$ cat src/rtl/mc_main_controller_if.sv
// Bus between the multi-cycle MIPS main controller and its datapath.
// The controller uses the master modport; the datapath side uses slave.
interface mc_main_controller_if #(
  parameter int COUNT_W = 32
);
  logic [5:0]         Opcode;
  logic               Zero;
  logic               PCWrite;
  logic               PCWriteCond;
  logic               PCEn;
  logic               IorD;
  logic               MemRead;
  logic               MemWrite;
  logic               IRWrite;
  logic [1:0]         RegDst;
  logic [1:0]         MemtoReg;
  logic               RegWrite;
  logic               ALUSrcA;
  logic [1:0]         ALUSrcB;
  logic [1:0]         ALUOP;
  logic [1:0]         PCSource;
  logic               Illegal;
  logic [COUNT_W-1:0] InstrCount;

  modport master (
    input  Opcode, Zero,
    output PCWrite, PCWriteCond, PCEn, IorD, MemRead, MemWrite, IRWrite,
           RegDst, MemtoReg, RegWrite, ALUSrcA, ALUSrcB, ALUOP, PCSource,
           Illegal, InstrCount
  );

  modport slave (
    output Opcode, Zero,
    input  PCWrite, PCWriteCond, PCEn, IorD, MemRead, MemWrite, IRWrite,
           RegDst, MemtoReg, RegWrite, ALUSrcA, ALUSrcB, ALUOP, PCSource,
           Illegal, InstrCount
  );
endinterface

$ cat src/rtl/mc_main_controller.sv
// Main control FSM of the multi-cycle MIPS datapath, plus a retired-instruction counter.
// Optional feature: define MC_JAL_EN to add the JAL state and decode opcode 000011.
module mc_main_controller #(
  parameter int COUNT_W = 32
) (
  input logic                clk,
  input logic                rst,
  mc_main_controller_if.master bus
);

  localparam logic [5:0] OP_R    = 6'b000000;
  localparam logic [5:0] OP_LW   = 6'b100011;
  localparam logic [5:0] OP_SW   = 6'b101011;
  localparam logic [5:0] OP_BEQ  = 6'b000100;
  localparam logic [5:0] OP_ADDI = 6'b001000;
  localparam logic [5:0] OP_SLTI = 6'b001010;
  localparam logic [5:0] OP_J    = 6'b000010;
`ifdef MC_JAL_EN
  localparam logic [5:0] OP_JAL  = 6'b000011;
`endif

  typedef enum logic [3:0] {
    S_FETCH  = 4'd0,
    S_DECODE = 4'd1,
    S_MEMADR = 4'd2,
    S_MEMRD  = 4'd3,
    S_MEMWB  = 4'd4,
    S_MEMWR  = 4'd5,
    S_REXEC  = 4'd6,
    S_RWB    = 4'd7,
    S_BEQ    = 4'd8,
    S_ADDIEX = 4'd9,
    S_SLTIEX = 4'd10,
    S_IWB    = 4'd11,
`ifdef MC_JAL_EN
    S_JAL    = 4'd13,
`endif
    S_JUMP   = 4'd12
  } state_t;

  typedef struct packed {
    logic       pc_write;
    logic       pc_write_cond;
    logic       iord;
    logic       mem_read;
    logic       mem_write;
    logic       ir_write;
    logic [1:0] reg_dst;
    logic [1:0] memto_reg;
    logic       reg_write;
    logic       alu_src_a;
    logic [1:0] alu_src_b;
    logic [1:0] alu_op;
    logic [1:0] pc_source;
  } ctrl_t;

  function automatic ctrl_t decode_state(input state_t s);
    ctrl_t c;
    c = '0;
    case (s)
      S_FETCH: begin
        c.mem_read = 1'b1; c.ir_write = 1'b1; c.pc_write = 1'b1;
        c.alu_src_b = 2'b01;
      end
      S_DECODE: c.alu_src_b = 2'b11;
      S_MEMADR: begin c.alu_src_a = 1'b1; c.alu_src_b = 2'b10; end
      S_MEMRD:  begin c.iord = 1'b1; c.mem_read = 1'b1; end
      S_MEMWB:  begin c.memto_reg = 2'b01; c.reg_write = 1'b1; end
      S_MEMWR:  begin c.iord = 1'b1; c.mem_write = 1'b1; end
      S_REXEC:  begin c.alu_src_a = 1'b1; c.alu_op = 2'b10; end
      S_RWB:    begin c.reg_dst = 2'b01; c.reg_write = 1'b1; end
      S_BEQ: begin
        c.alu_src_a = 1'b1; c.alu_op = 2'b01;
        c.pc_write_cond = 1'b1; c.pc_source = 2'b01;
      end
      S_ADDIEX: begin c.alu_src_a = 1'b1; c.alu_src_b = 2'b10; end
      S_SLTIEX: begin c.alu_src_a = 1'b1; c.alu_src_b = 2'b10; c.alu_op = 2'b11; end
      S_IWB:    c.reg_write = 1'b1;
      S_JUMP:   begin c.pc_write = 1'b1; c.pc_source = 2'b10; end
`ifdef MC_JAL_EN
      S_JAL: begin
        c.pc_write = 1'b1; c.pc_source = 2'b10; c.reg_write = 1'b1;
        c.reg_dst = 2'b10; c.memto_reg = 2'b10;
      end
`endif
      default: c = '0;
    endcase
    return c;
  endfunction

  state_t             state_q, state_d;
  ctrl_t              ctrl_q, ctrl_d;
  logic [COUNT_W-1:0] count_q, count_d;
  logic               op_legal;
  logic               retire;

  always_comb begin
    state_d  = S_FETCH;
    op_legal = 1'b1;
    case (state_q)
      S_FETCH:  state_d = S_DECODE;
      S_DECODE: begin
        case (bus.Opcode)
          OP_LW, OP_SW: state_d = S_MEMADR;
          OP_R:         state_d = S_REXEC;
          OP_BEQ:       state_d = S_BEQ;
          OP_ADDI:      state_d = S_ADDIEX;
          OP_SLTI:      state_d = S_SLTIEX;
          OP_J:         state_d = S_JUMP;
`ifdef MC_JAL_EN
          OP_JAL:       state_d = S_JAL;
`endif
          default: begin
            state_d  = S_FETCH;
            op_legal = 1'b0;
          end
        endcase
      end
      S_MEMADR: state_d = (bus.Opcode == OP_SW) ? S_MEMWR : S_MEMRD;
      S_MEMRD:  state_d = S_MEMWB;
      S_REXEC:  state_d = S_RWB;
      S_ADDIEX: state_d = S_IWB;
      S_SLTIEX: state_d = S_IWB;
      default:  state_d = S_FETCH;
    endcase
    // An instruction retires whenever the FSM re-enters FETCH, illegal path included.
    retire  = (state_d == S_FETCH) && (state_q != S_FETCH);
    count_d = count_q + {{(COUNT_W-1){1'b0}}, retire};
    ctrl_d  = decode_state(state_d);
  end

  always_ff @(posedge clk) begin
    if (rst) begin
      state_q <= S_FETCH;
      ctrl_q  <= decode_state(S_FETCH);
      count_q <= '0;
    end else begin
      state_q <= state_d;
      ctrl_q  <= ctrl_d;
      count_q <= count_d;
    end
  end

  // Strobes are masked while reset is asserted so an abandoned instruction has no side effects.
  assign bus.PCWrite     = ctrl_q.pc_write & ~rst;
  assign bus.PCWriteCond = ctrl_q.pc_write_cond & ~rst;
  assign bus.PCEn        = (ctrl_q.pc_write | (ctrl_q.pc_write_cond & bus.Zero)) & ~rst;
  assign bus.IorD        = ctrl_q.iord;
  assign bus.MemRead     = ctrl_q.mem_read & ~rst;
  assign bus.MemWrite    = ctrl_q.mem_write & ~rst;
  assign bus.IRWrite     = ctrl_q.ir_write & ~rst;
  assign bus.RegDst      = ctrl_q.reg_dst;
  assign bus.MemtoReg    = ctrl_q.memto_reg;
  assign bus.RegWrite    = ctrl_q.reg_write & ~rst;
  assign bus.ALUSrcA     = ctrl_q.alu_src_a;
  assign bus.ALUSrcB     = ctrl_q.alu_src_b;
  assign bus.ALUOP       = ctrl_q.alu_op;
  assign bus.PCSource    = ctrl_q.pc_source;
  assign bus.Illegal     = (state_q == S_DECODE) & ~op_legal & ~rst;
  assign bus.InstrCount  = count_q;

endmodule

$ cat src/flat_wrapper.sv
// flat-port wrapper written by rule: the top's interface ports become plain ports
module mc_main_controller_flat 
#(
  parameter int COUNT_W = 32
)
  (clk, rst, bus_Opcode, bus_Zero, bus_PCWrite, bus_PCWriteCond, bus_PCEn, bus_IorD, bus_MemRead, bus_MemWrite, bus_IRWrite, bus_RegDst, bus_MemtoReg, bus_RegWrite, bus_ALUSrcA, bus_ALUSrcB, bus_ALUOP, bus_PCSource, bus_Illegal, bus_InstrCount);
  mc_main_controller_if #(.COUNT_W(COUNT_W)) bus_i ();
  input logic clk;
  input logic rst;
  input wire logic [$bits(bus_i.Opcode)-1:0] bus_Opcode;
  input wire logic [$bits(bus_i.Zero)-1:0] bus_Zero;
  output wire logic [$bits(bus_i.PCWrite)-1:0] bus_PCWrite;
  output wire logic [$bits(bus_i.PCWriteCond)-1:0] bus_PCWriteCond;
  output wire logic [$bits(bus_i.PCEn)-1:0] bus_PCEn;
  output wire logic [$bits(bus_i.IorD)-1:0] bus_IorD;
  output wire logic [$bits(bus_i.MemRead)-1:0] bus_MemRead;
  output wire logic [$bits(bus_i.MemWrite)-1:0] bus_MemWrite;
  output wire logic [$bits(bus_i.IRWrite)-1:0] bus_IRWrite;
  output wire logic [$bits(bus_i.RegDst)-1:0] bus_RegDst;
  output wire logic [$bits(bus_i.MemtoReg)-1:0] bus_MemtoReg;
  output wire logic [$bits(bus_i.RegWrite)-1:0] bus_RegWrite;
  output wire logic [$bits(bus_i.ALUSrcA)-1:0] bus_ALUSrcA;
  output wire logic [$bits(bus_i.ALUSrcB)-1:0] bus_ALUSrcB;
  output wire logic [$bits(bus_i.ALUOP)-1:0] bus_ALUOP;
  output wire logic [$bits(bus_i.PCSource)-1:0] bus_PCSource;
  output wire logic [$bits(bus_i.Illegal)-1:0] bus_Illegal;
  output wire logic [$bits(bus_i.InstrCount)-1:0] bus_InstrCount;
  assign bus_i.Opcode = bus_Opcode;
  assign bus_i.Zero = bus_Zero;
  assign bus_PCWrite = bus_i.PCWrite;
  assign bus_PCWriteCond = bus_i.PCWriteCond;
  assign bus_PCEn = bus_i.PCEn;
  assign bus_IorD = bus_i.IorD;
  assign bus_MemRead = bus_i.MemRead;
  assign bus_MemWrite = bus_i.MemWrite;
  assign bus_IRWrite = bus_i.IRWrite;
  assign bus_RegDst = bus_i.RegDst;
  assign bus_MemtoReg = bus_i.MemtoReg;
  assign bus_RegWrite = bus_i.RegWrite;
  assign bus_ALUSrcA = bus_i.ALUSrcA;
  assign bus_ALUSrcB = bus_i.ALUSrcB;
  assign bus_ALUOP = bus_i.ALUOP;
  assign bus_PCSource = bus_i.PCSource;
  assign bus_Illegal = bus_i.Illegal;
  assign bus_InstrCount = bus_i.InstrCount;
  mc_main_controller #(.COUNT_W(COUNT_W)) u_core (.clk(clk), .rst(rst), .bus(bus_i));
endmodule
$ cat config.mk
export PLATFORM = sky130hd
export DESIGN_NAME = mc_main_controller_flat
export DESIGN_NICKNAME = d
export VERILOG_FILES = /design/src/rtl/mc_main_controller_if.sv /design/src/rtl/mc_main_controller.sv /design/src/flat_wrapper.sv
export SDC_FILE = /design/constraint.sdc
export NUM_CORES = 1
export LEC_CHECK = 0
export ABC_AREA = 1
export ABC_CLOCK_PERIOD_IN_PS = 6000
export CAP_MARGIN = 20
export CORE_MARGIN = 5
export CORE_UTILIZATION = 25
export CTS_CLUSTER_SIZE = 28
export DETAILED_ROUTE_END_ITERATION = 12
export SLEW_MARGIN = 0
export SYNTH_ARGS = -nofsm -noshare
export SYNTH_HDL_FRONTEND = slang
export SYNTH_SLANG_ARGS = --single-unit
export TNS_END_PERCENT = 10
$ cat constraint.sdc
create_clock -name clk -period 6 [get_ports clk]
set_input_delay 0.6 -clock clk [delete_from_list [all_inputs] [get_ports clk]]
set_output_delay 0.6 -clock clk [all_outputs]
set_load 0.1 [all_outputs]
; ---- Yosys cells after proc, flatten, opt, wreduce, memory -nomap -nowiden
; Cells that the tools add are included.
[op_classes]
add_sub_neg = 1
eq_ne = 24
mux = 18
bitwise = 13
reduce_logical = 14
[op_table]
columns = op, count
row1 = $pmux W4 S6, 2
row2 = $add A32 B1 Y32, 1
row3 = $eq A4 B4 Y1 const B, 7
row4 = $eq A4 B3 Y1 const B, 5
row5 = $eq A4 B2 Y1 const B, 4
row6 = $eq A6 B4 Y1 const B, 2
row7 = $eq A6 B6 Y1 const B, 2
row8 = $mux W1, 12
row9 = $pmux W2 S3, 2
row10 = $and A1 B1 Y1, 10
row11 = $reduce_or A2 Y1, 5
row12 = $eq A4 B1 Y1 const B, 2
row13 = $logic_not A4 Y1, 2
row14 = $reduce_or A7 Y1, 1
row15 = $eq A6 B2 Y1 const B, 1
row16 = $eq A6 B3 Y1 const B, 1
row17 = $logic_not A6 Y1, 1
row18 = $reduce_or A3 Y1, 2
row19 = $reduce_or A5 Y1, 1
row20 = $pmux W2 S2, 1
row21 = $reduce_bool A4 Y1, 1
row22 = $mux W3, 1
row23 = $not A1 Y1, 2
row24 = $logic_and A1 B1 Y1, 1
row25 = $or A1 B1 Y1, 1
[totals]
register_bits = 54
in_bits = 9
output_inout_bits = 52
wordCells = 85

; ---- Logic depth before layout (Yosys ltp)
; Gate-level depths: netlist (run 1).
[depth]
word_depth = 7
ltp_mapped = 19

; ---- Worst setup path before layout (run 1)
; OpenSTA, ideal clock, no wires.
[synth_path]
path_kind = in2out
startpoint = input port rst
endpoint = output port bus_Illegal
t_arrival_ns = 3.017
required_time_ns = 5.400
setup_slack_ns = 2.383
cell_stages = 3
path_buffers = 2
path_cell_list = clkbuf_1 -> clkbuf_1 -> nor3_1
[synth_between]
elab_chain_cells = 2
[synth_lines]
columns = item, line_no
row1 = start: declaration, flat_wrapper.sv:9  ; input logic rst;
row2 = $not A1 Y1, mc_main_controller.sv:159  ; assign bus.Illegal = (state_q == S_DECODE) & ~op_legal & ~rst;
row3 = $and A1 B1 Y1, mc_main_controller.sv:159
row4 = end: declaration, flat_wrapper.sv:26  ; output wire logic [$bits(bus_i.Illegal)-1:0] bus_Illegal;
; Every way passes these cells.

; ---- Worst setup path in the final report (run 1)
[layout_path]
startpoint = input port rst
endpoint = output port bus_PCWrite
[layout_between]
elab_chain_cells = 2
[layout_lines]
columns = item, line_no
row1 = $not A1 Y1, mc_main_controller.sv:145  ; assign bus.PCWrite = ctrl_q.pc_write & ~rst;
row2 = $and A1 B1 Y1, mc_main_controller.sv:145
row3 = end: declaration, flat_wrapper.sv:12  ; output wire logic [$bits(bus_i.PCWrite)-1:0] bus_PCWrite;
; Every way passes these cells.

==> run metrics, run 1 <==
initial antenna violation count=0; DRT antenna net count=0; total power=0.647 mW; Most used DFF post-synth=dfxtp_1; DP Wirelength=slightly below 6000 um; Worst VDD drop=0.107 mV; share of layout cells above drive strength 1=0.0632; DIE WIDTH=about 110 um; crit start category=input port; final cell count without fillers=599; GPL Wtd Cong=0.882; count of cell types in the netlist=29; Crit Path Category=input port to output pin; GRT Total Usage=0.113; Worst path max stage delay=1.14 ns; cells along the critical path=clkdlybuf4s50_1 -> buf_4 -> nor2_1 -> clkdlybuf4s50_1; most common library cells after synthesis=100 x nand2_1, 79 x nor2_1, 51 x dfxtp_1, 45 x inv_1, 24 x a21oi_1; sequential share of power=0.540; Syn Inst Count=about 410; Pleak=1.28 nW; final core utilization=0.322; slew margin rel.=0.337; CTS resizes=0; wire length per cell=12.2 um; antenna cell count=0; max-capacitance violation count=0; Int Pwr=0.450 mW; Arr. time, crit path=3.14 ns; first-pass GRT wire length=approximately 12000 um; number of hold violations in the final report=0; worst hold-check path type=flip-flop to flip-flop; Placed Cells=593; area share of the largest cell type after synthesis=0.378; Placement Rows=38; Synth warnings=0; CTS Buffer Depth=2; vias=between 2000 and 3000; IO Pins=between 60 and 70; Final period util=0.624; Post-Route WL=7320 um; post-synthesis sequential area ratio=0.378; Logic pwr share=0.173; drt drc=0; total clock sinks=51; IO buf count=58; fmax=267 MHz; cell with the most instances after synthesis=nand2_1; Most common cell on crit path=clkdlybuf4s50_1; die height=114 um; Clock Power Share=0.288; worst hold slack=0.480 ns; Pins Over Slew Limit=0; hold-fix buffer count after cts=0; H-tree Lvls=2; Detailed Routing Iterations Pass 1=4; clock latency on the worst-skew pair=0.30 ns; unrepaired setup endpoints after global routing=false; core area=0.0107 mm2; DIE AREA=between 0.01 and 0.015 mm2; Avg Inst Size Synth=between 6 and 7 um2; status=complete, no violations; clock skew=0.00922 ns; CTS tree=built; largest net degree at the start of global routing=24; Final setup viols=0; Req. time, crit path=5.40 ns; pwr/cell area=188 mW/mm2; Worst setup EP type=output pin; Mapped Area=roughly 0.0027 mm2; Yosys top cell by area=dfxtp_1; grt ovf=0; crit path max fanout=23; Layout Nets=472; P_sw=0.197 mW; ys async rst share=0; vias in the first global route=2582; CTS clk-pin slew, worst paths=0.09 ns; # Post-CTS Setup Buffers=0; Num CTS Buffers=5; Initial Utilization=0.253; top cells by area, synth=dfxtp_1 38%, nand2_1 14%, nor2_1 11%, inv_1 6.3%, a21oi_1 4.4%; DR iter-0 viols=84; setup TNS=0 ns; clock root buffer=clkbuf_8; slowest CP cell=clkdlybuf4s50_1; Net Sw Frac=0.305; DR vias/cell=approximately 4.4; crit path time final=3.74 ns; area delta synth->final=27.5%; Post-synth EDFFs=0; post-synthesis register bit count=a little over 50; Worst-Margin Slew=0.992 ns; Filler Cells Inserted=1177
[path summary, 6_finish.rpt]
kind	startpoint	to	slack, ns	cells after the start
setup / recovery	rst	bus_PCWrite	2.26	4
hold / removal	u_core.bus.InstrCount[31]$_SDFF_PP0_	u_core.bus.InstrCount[31]$_SDFF_PP0_	0.48	2
setup reg to reg	u_core.state_q[0]$_SDFF_PP0_	u_core.bus.InstrCount[14]$_SDFF_PP0_	3.20	18
hold reg to reg	u_core.bus.InstrCount[31]$_SDFF_PP0_	u_core.bus.InstrCount[31]$_SDFF_PP0_	0.48	2
[cell type report]
class | count | area (um2) | share of cell area
repair buffers | 59 | 588 | 0.171
inverters | 49 | 184 | 0.0534
flip-flops and latches | 51 | 1020 | 0.297
well taps | 140 | 175 | 0.0509
multi-input cells | 294 | 1400 | 0.407
clock buffers | 6 | 72.6 | 0.0211
[sequential cells by signal, indices dropped and copies added, names as in the netlist]
register and count:
u_core.bus.RegDst 1, u_core.bus.ALUSrcB 2, u_core.bus.ALUOP 2, u_core.bus.ALUSrcA 1, u_core.bus.PCSource 2, u_core.ctrl_q 5
u_core.bus.IorD 1, u_core.bus.MemtoReg 1, u_core.bus.InstrCount 32, u_core.state_q 4
[layer usage]
layer	share of wire	GRT usage
met1	0.43	0.134
met2	0.50	0.208
met3	0.055	0.0244
met4	0.0087	0.0285
met5	0	0
[metrics by stage]
step | worst slack, ns | instance area (um2)
global route | 2.13 | 3440
finish | 2.26 | 3440
detailed placement | 2.23 | 3370
global placement | 2.25 | 3370
floorplan | 2.38 | 2710
CTS | 2.24 | 3440
[power groups by stage]
stage	sequential [mW]	clock [mW]	combinational [mW]
after floorplan	0.374	0	0.0698
after global placement	0.357	0	0.111
after detailed placement	0.357	0	0.112
after CTS	0.350	0.196	0.112
after global routing	0.351	0.209	0.119
final	0.349	0.186	0.112
[cells by family (layout without fill, tap and decap cells)]
group,after synthesis,in the layout,synth area share
adder cells (fa/ha/maj),3,3,0.0139
other,1,2,0.00139
AND/OR/NAND/NOR,246,246,0.409
AO/OA/AOI/OAI,36,36,0.0709
XOR/XNOR,7,7,0.0227
buffers and inverters,65,114,0.104
flip-flops,51,51,0.378
[critical path, delay by kind of cell]
| family | cells | cell delay (ns) |
|---|---|---|
| simple gates | 1 | 0.13 |
| buf+inv | 3 | 2.37 |
[cells in the final DEF, fill, tap and decap left out, drive strengths merged]
master and instances:
xnor2 3, nand3 28, nor3 13, and3 1
buf 1, o31ai 1, o21ai 8, clkdlybuf4s50 58
clkbuf 6, conb 2, nand3b 7, xor2 4
a311oi 1, dfxtp 51, inv 49, a21oi 24
nand4 5, o21a 2, nor2 89, ha 3
nor4 1, nand2 102
(Power assumes the default switching activity.)
==> inputs of run 2 (changes only) <==
--- a/config.mk
+++ b/config.mk
@@ -6,7 +6,7 @@
 export NUM_CORES = 1
 export LEC_CHECK = 0
 export ABC_AREA = 1
-export ABC_CLOCK_PERIOD_IN_PS = 6000
+export ABC_CLOCK_PERIOD_IN_PS = 3040
 export CAP_MARGIN = 20
 export CORE_MARGIN = 5
 export CORE_UTILIZATION = 25
==> constraint.sdc (replaced) <==
create_clock -name clk -period 3.04 [get_ports clk]
set_input_delay 0.304 -clock clk [delete_from_list [all_inputs] [get_ports clk]]
set_output_delay 0.304 -clock clk [all_outputs]
set_load 0.1 [all_outputs]
==> run metrics, run 2 (synthesized netlist as in run 1, its figures left out) <==
drt drc=0 (unchanged); share of layout cells above drive strength 1=0.169 (+0.106); Arr. time, crit path=2.83 ns (-0.31 ns); clock root buffer=clkbuf_8; most frequent cells in the layout=100 x nand2_1, 78 x nor2_1, 50 x dfxtp_1; Initial Utilization=0.253 (unchanged); Worst-Margin Slew=0.984 ns (-0.00778 ns); DRT antenna net count=0 (unchanged); total clock sinks=51 (unchanged); largest net degree at the start of global routing=17 (-29%); GRT Total Usage=0.119 (+0.00578); vias=2645 (+0.15%); Post-Route WL=7460 um (+1.9%); DIE AREA=0.0130 mm2 (unchanged); Worst R2R End=u_core.bus.InstrCount[14]$_SDFF_PP0_; die height=114 um (unchanged); antenna cell count=0 (unchanged); fmax=about 380 MHz; status=complete, no violations; Worst Hold Launch=u_core.bus.InstrCount[31]$_SDFF_PP0_; Multi-input gate area=0.00141 mm2 (+0.18%); Pleak=1.42 nW (+11%); IO buf count=58 (unchanged); Worst Hold Path EP=u_core.bus.InstrCount[31]$_SDFF_PP0_; number of hold violations in the final report=0 (unchanged); CTS resizes=0 (unchanged); H-tree Lvls=2 (unchanged); DR vias/cell=4.39 (-0.35%); crit path time final=2.63 ns; CTS clk-pin slew, worst paths=0.10 ns (about the same); first-pass GRT wire length=12700 um (+5.3%); grt ovf=0 (unchanged); slew margin rel.=0.342 (+0.00520); crit path max fanout=6 (-74%); wire length per cell=12.4 um (+1.4%); max FFs per register=32 (unchanged); Placement Rows=38 (unchanged); CTS Buffer Depth=2 (unchanged); Reg2Reg Setup Slack=0.41 ns (-2.79 ns); most common cell after layout, fill and taps aside=nand2_1; DP Wirelength=6030 um (+4.7%); Worst setup EP type=flip-flop; Worst VDD drop=0.185 mV (+73%); GPL Wtd Cong=0.865 (-1.9%); Final setup viols=0 (unchanged); DR iter-0 viols=94 (+12%); DP Worst Slack=0.0919 ns (-2.14 ns); pwr/cell area=403 mW/mm2 (+110%); vias in the first global route=2774 (+7.4%); # Post-CTS Setup Buffers=0 (unchanged); hold-fix buffer count after cts=0 (unchanged); Detailed Routing Iterations Pass 1=5 (+1); cells on worst reg2reg path=18 (unchanged); area delta synth->final=29.1%; initial antenna violation count=0 (unchanged); register area=0.00102 mm2 (+0.12%); Num CTS Buffers=5 (unchanged); clock latency on the worst-skew pair=0.30 ns (about the same); IO Pins=61 (unchanged); Crit Path Category=input port to flip-flop; core area=0.0107 mm2 (unchanged); max-capacitance violation count=0 (unchanged); reg2reg start=u_core.state_q[0]$_SDFF_PP0_; Layout Nets=473 (+0.21%); unrepaired setup endpoints after global routing=false; Final period util=0.865; Filler Cells Inserted=1160 (-1.4%); Pins Over Slew Limit=0 (unchanged); CTS tree=built; final setup margin=0.409 ns (-1.85 ns); hold path cells=2 (unchanged); Req. time, crit path=3.24 ns (-2.16 ns); crit start category=input port; setup TNS=0 ns (unchanged); clock skew=0.00816 ns (-0.00106 ns); DIE WIDTH=114 um (unchanged); worst hold-check path type=flip-flop to flip-flop
-- run 2: worst max-delay path, cell delays in order --
cell             delay (ns)
clkdlybuf4s50_1        0.51
inv_1                  0.08
nand2_1                0.09
nor2_1                 0.05
nand3_1                0.11
nand3_2                0.13
nor2_1                 0.15
nand2_2                0.09
inv_1                  0.06
ha_1                   0.25
ha_1                   0.20
nand3_2                0.14
inv_2                  0.11
nand2_1                0.08
nor3_2                 0.25
xnor2_1                0.16
nor2_1                 0.05
-- run 2: power breakdown --
group,total (mW),internal [mW],switching [mW]
clock,0.481,0.246,0.236
combinational,0.235,0.0642,0.171
sequential,0.690,0.682,0.00858
-- run 2: final cells by class --
class | instances | share of cell area
multi-input combinational | 294 | 0.403
sequential | 51 | 0.293
timing repair buffer | 60 | 0.169
inverter | 49 | 0.0527
tap | 140 | 0.0502
clock buffer | 5 | 0.0197
clock inverter | 3 | 0.0126
-- run 2: how the worst max path moves through the flow --
stage / startpoint / cells after the start / to
4_1_cts: u_core.state_q[0]$_SDFF_PP0_ / 18 / u_core.bus.InstrCount[14]$_SDFF_PP0_
6_report: bus_Opcode[2] / 17 / u_core.bus.InstrCount[14]$_SDFF_PP0_
3_5_place_dp: bus_Opcode[2] / 17 / u_core.bus.InstrCount[14]$_SDFF_PP0_
3_3_place_gp: bus_Opcode[1] / 17 / u_core.bus.InstrCount[14]$_SDFF_PP0_
2_1_floorplan: rst / 3 / bus_Illegal
5_1_grt: u_core.state_q[0]$_SDFF_PP0_ / 19 / u_core.bus.InstrCount[16]$_SDFF_PP0_
-- run 2: routing by layer --
| layer | track usage | vias to the layer above | wire (um) |
|---|---|---|---|
| met1 | 0.142 | 1191 | 3270 |
| met5 | 0 | - | 0 |
| met3 | 0.0271 | 8 | 407 |
| met4 | 0.0325 | 0 | 76 |
| li1 | - | 1375 | - |
| met2 | 0.215 | 71 | 3700 |
-- run 2: through the flow --
| step | hold WS [ns] | instance area [um2] | utilization | instances | total power, mW |
|---|---|---|---|---|---|
| 2_1_floorplan | 0.548 | 2710 | - | 410 | 0.876 |
| 3_3_place_gp | 0.462 | 3370 | 0.315 | 594 | 0.941 |
| 3_5_place_dp | 0.465 | 3370 | 0.315 | 594 | 0.941 |
| 4_1_cts | 0.482 | 3480 | 0.326 | 602 | 1.42 |
| 5_1_grt | 0.507 | 3490 | 0.326 | 602 | 1.47 |
| 6_report | 0.477 | 3490 | 0.326 | 602 | 1.41 |
==> inputs of run 3 (changes only) <==
--- a/config.mk
+++ b/config.mk
@@ -6,7 +6,6 @@
 export NUM_CORES = 1
 export LEC_CHECK = 0
 export ABC_AREA = 1
-export ABC_CLOCK_PERIOD_IN_PS = 3040
 export CAP_MARGIN = 20
 export CORE_MARGIN = 5
 export CORE_UTILIZATION = 25
@@ -16,4 +15,3 @@
 export SYNTH_ARGS = -nofsm -noshare
 export SYNTH_HDL_FRONTEND = slang
 export SYNTH_SLANG_ARGS = --single-unit
-export TNS_END_PERCENT = 10
==> constraint.sdc (replaced) <==
create_clock -name clk -period 3.04 [get_ports clk]
set_input_delay 0.304 -clock clk [delete_from_list [all_inputs] [get_ports clk]]
set_output_delay 0.304 -clock clk [all_outputs]
set_load 0.05 [all_outputs]
==> run metrics, run 3 (synthesized netlist as in run 1, its figures left out) <==
status=complete, no violations; CTS clk-pin slew, worst paths=0.10 ns (about the same); DP Worst Slack=0.124 ns (+0.0321 ns); Worst Hold Launch=u_core.bus.InstrCount[31]$_SDFF_PP0_; total clock sinks=51 (unchanged); Worst-Margin Slew=0.614 ns (-0.370 ns); setup TNS=0 ns (unchanged); Arr. time, crit path=2.84 ns (about the same); Layout Nets=473 (unchanged); Crit Path Category=flip-flop to flip-flop; Clock Power Share=0.328 (-0.014); most frequent cells in the layout=100 x nand2_1, 79 x nor2_1, 51 x dfxtp_1; Worst VDD drop=0.186 mV (+0.46%); Post-Route WL=7410 um (-0.71%); die height=114 um (unchanged); slowest CP cell=dfxtp_1; Req. time, crit path=3.24 ns (about the same); Pins Over Slew Limit=0 (unchanged); cells along the critical path=inv_1 -> nand2_1 -> nor2_2 -> inv_1 -> nand2_1 -> nor2_2 -> nand3_2 -> inv_2 -> nand2_2 -> inv_1 -> ha_1 -> ha_1 -> nand3_2 -> inv_2 -> nand3_2 -> nor2_4 -> nand3_2 -> xor2_1 -> nor2_1; wire length per cell=12.3 um (-0.71%); # Post-CTS Setup Buffers=0 (unchanged); total power=1.28 mW (-9.0%); clock latency on the worst-skew pair=0.31 ns (about the same); GRT Total Usage=0.118 (-0.00157); DRT antenna net count=0 (unchanged); CTS tree=built; Net Sw Frac=0.291 (-0.00442); sequential share of power=0.539 (+0.048); hold path cells=2 (unchanged); reg2reg start=u_core.state_q[0]$_SDFF_PP0_; Detailed Routing Iterations Pass 1=5 (unchanged); Worst setup EP type=flip-flop; unrepaired setup endpoints after global routing=false; share of layout cells above drive strength 1=0.0887 (-0.0801); Initial Utilization=0.253 (unchanged); grt ovf=0 (unchanged); max-capacitance violation count=0 (unchanged); Final period util=0.866 (about the same); fmax=380 MHz (about the same); DIE WIDTH=114 um (unchanged); crit path max fanout=6 (unchanged); DIE AREA=0.0130 mm2 (unchanged); area delta synth->final=29.0% (about the same); Worst Hold Path EP=u_core.bus.InstrCount[31]$_SDFF_PP0_; crit start category=flip-flop; DR vias/cell=4.45 (+1.2%); antenna cell count=0 (unchanged); vias in the first global route=2632 (-5.1%); Reg2Reg Setup Slack=0.41 ns (about the same); core area=0.0107 mm2 (unchanged); cells on worst reg2reg path=19 (+1); DR iter-0 viols=134 (+43%); Logic pwr share=0.133 (-0.034); largest net degree at the start of global routing=19 (+2); Pleak=1.34 nW (-5.9%); final core utilization=0.326 (about the same); DP Wirelength=6030 um (-0.13%); number of hold violations in the final report=0 (unchanged); worst hold-check path type=flip-flop to flip-flop; slew margin rel.=0.590 (+0.247); Placement Rows=38 (unchanged); most common cell after layout, fill and taps aside=nand2_1; IO buf count=58 (unchanged); final cell count without fillers=602 (unchanged); Final setup viols=0 (unchanged); first-pass GRT wire length=12400 um (-1.9%); clock skew=0.00634 ns (-0.00182 ns); Num CTS Buffers=5 (unchanged); P_sw=0.372 mW (-10%); GPL Wtd Cong=0.890 (+2.9%); Worst R2R End=u_core.bus.InstrCount[16]$_SDFF_PP0_; pwr/cell area=367 mW/mm2 (-8.9%); IO Pins=61 (unchanged); Most common cell on crit path=nand3_2; clock root buffer=clkbuf_8; H-tree Lvls=2 (unchanged); CTS Buffer Depth=2 (unchanged); initial antenna violation count=0 (unchanged); Worst path max stage delay=0.43 ns (-0.08 ns); final setup margin=0.408 ns (-0.00167 ns); vias=2678 (+1.2%); crit path time final=2.63 ns (+0.00167 ns); max FFs per register=32 (unchanged); drt drc=0 (unchanged); Int Pwr=0.908 mW (-8.4%); Placed Cells=594 (unchanged); Filler Cells Inserted=1160 (unchanged)
run 3: power groups by stage:
stage | clock network (mW) | registers (mW) | logic, mW
CTS | 0.435 | 0.691 | 0.171
floorplan | 0 | 0.720 | 0.101
detailed placement | 0 | 0.706 | 0.171
finish | 0.420 | 0.691 | 0.170
global route | 0.456 | 0.693 | 0.185
global placement | 0 | 0.706 | 0.170
run 3: how the worst max path moves through the flow:
stage / start / end / cells past startpoint
2_1_floorplan: u_core.state_q[0]$_SDFF_PP0_ / u_core.bus.InstrCount[16]$_SDFF_PP0_ / 19
3_3_place_gp: bus_Opcode[2] / u_core.bus.InstrCount[16]$_SDFF_PP0_ / 18
3_5_place_dp: bus_Opcode[2] / u_core.bus.InstrCount[16]$_SDFF_PP0_ / 18
4_1_cts: u_core.state_q[0]$_SDFF_PP0_ / u_core.bus.InstrCount[30]$_SDFF_PP0_ / 18
5_1_grt: u_core.state_q[0]$_SDFF_PP0_ / u_core.bus.InstrCount[16]$_SDFF_PP0_ / 19
6_report: u_core.state_q[0]$_SDFF_PP0_ / u_core.bus.InstrCount[16]$_SDFF_PP0_ / 19
run 3: critical path, delay by kind of cell (launching register included):
kind	cells	cell delay [ns]
flip-flops	1	0.43
AND/OR/NAND/NOR	11	1.14
XOR/XNOR	1	0.15
buffers and inverters	5	0.38
adder cells (fa/ha/maj)	2	0.44
run 3: layer usage:
metal / track usage / routed length (um) / share of wire / vias to the layer above
li1: - / - / - / 1381
met1: 0.144 / 3280 / 0.44 / 1227
met2: 0.209 / 3670 / 0.50 / 62
met3: 0.0260 / 361 / 0.049 / 8
met4: 0.0285 / 91 / 0.012 / 0
met5: 0 / 0 / 0 / -
run 3: area by class of cell:
class | count | area (um2) | area share
Tap cell | 140 | 175 | 0.0503
Sequential cell | 51 | 1020 | 0.293
Inverter | 49 | 184 | 0.0528
Timing Repair Buffer | 60 | 601 | 0.172
Clock buffer | 5 | 68.8 | 0.0197
Multi-Input combinational cell | 294 | 1410 | 0.404
Clock inverter | 3 | 26.3 | 0.00754
run 3: through the flow:
step | hold slack (ns) | cell area (um2)
6_report | 0.480 | 3480
5_1_grt | 0.514 | 3480
4_1_cts | 0.491 | 3480
3_5_place_dp | 0.477 | 3380
3_3_place_gp | 0.464 | 3380
2_1_floorplan | 0.548 | 2710
run 3: repair_timing:
item | 4_1_cts | 5_1_grt
hold endpoints to repair | 0 | 0
setup endpoints to repair | 0 | 1
hold buffers | 0 | 0
resized for setup | 0 | 1
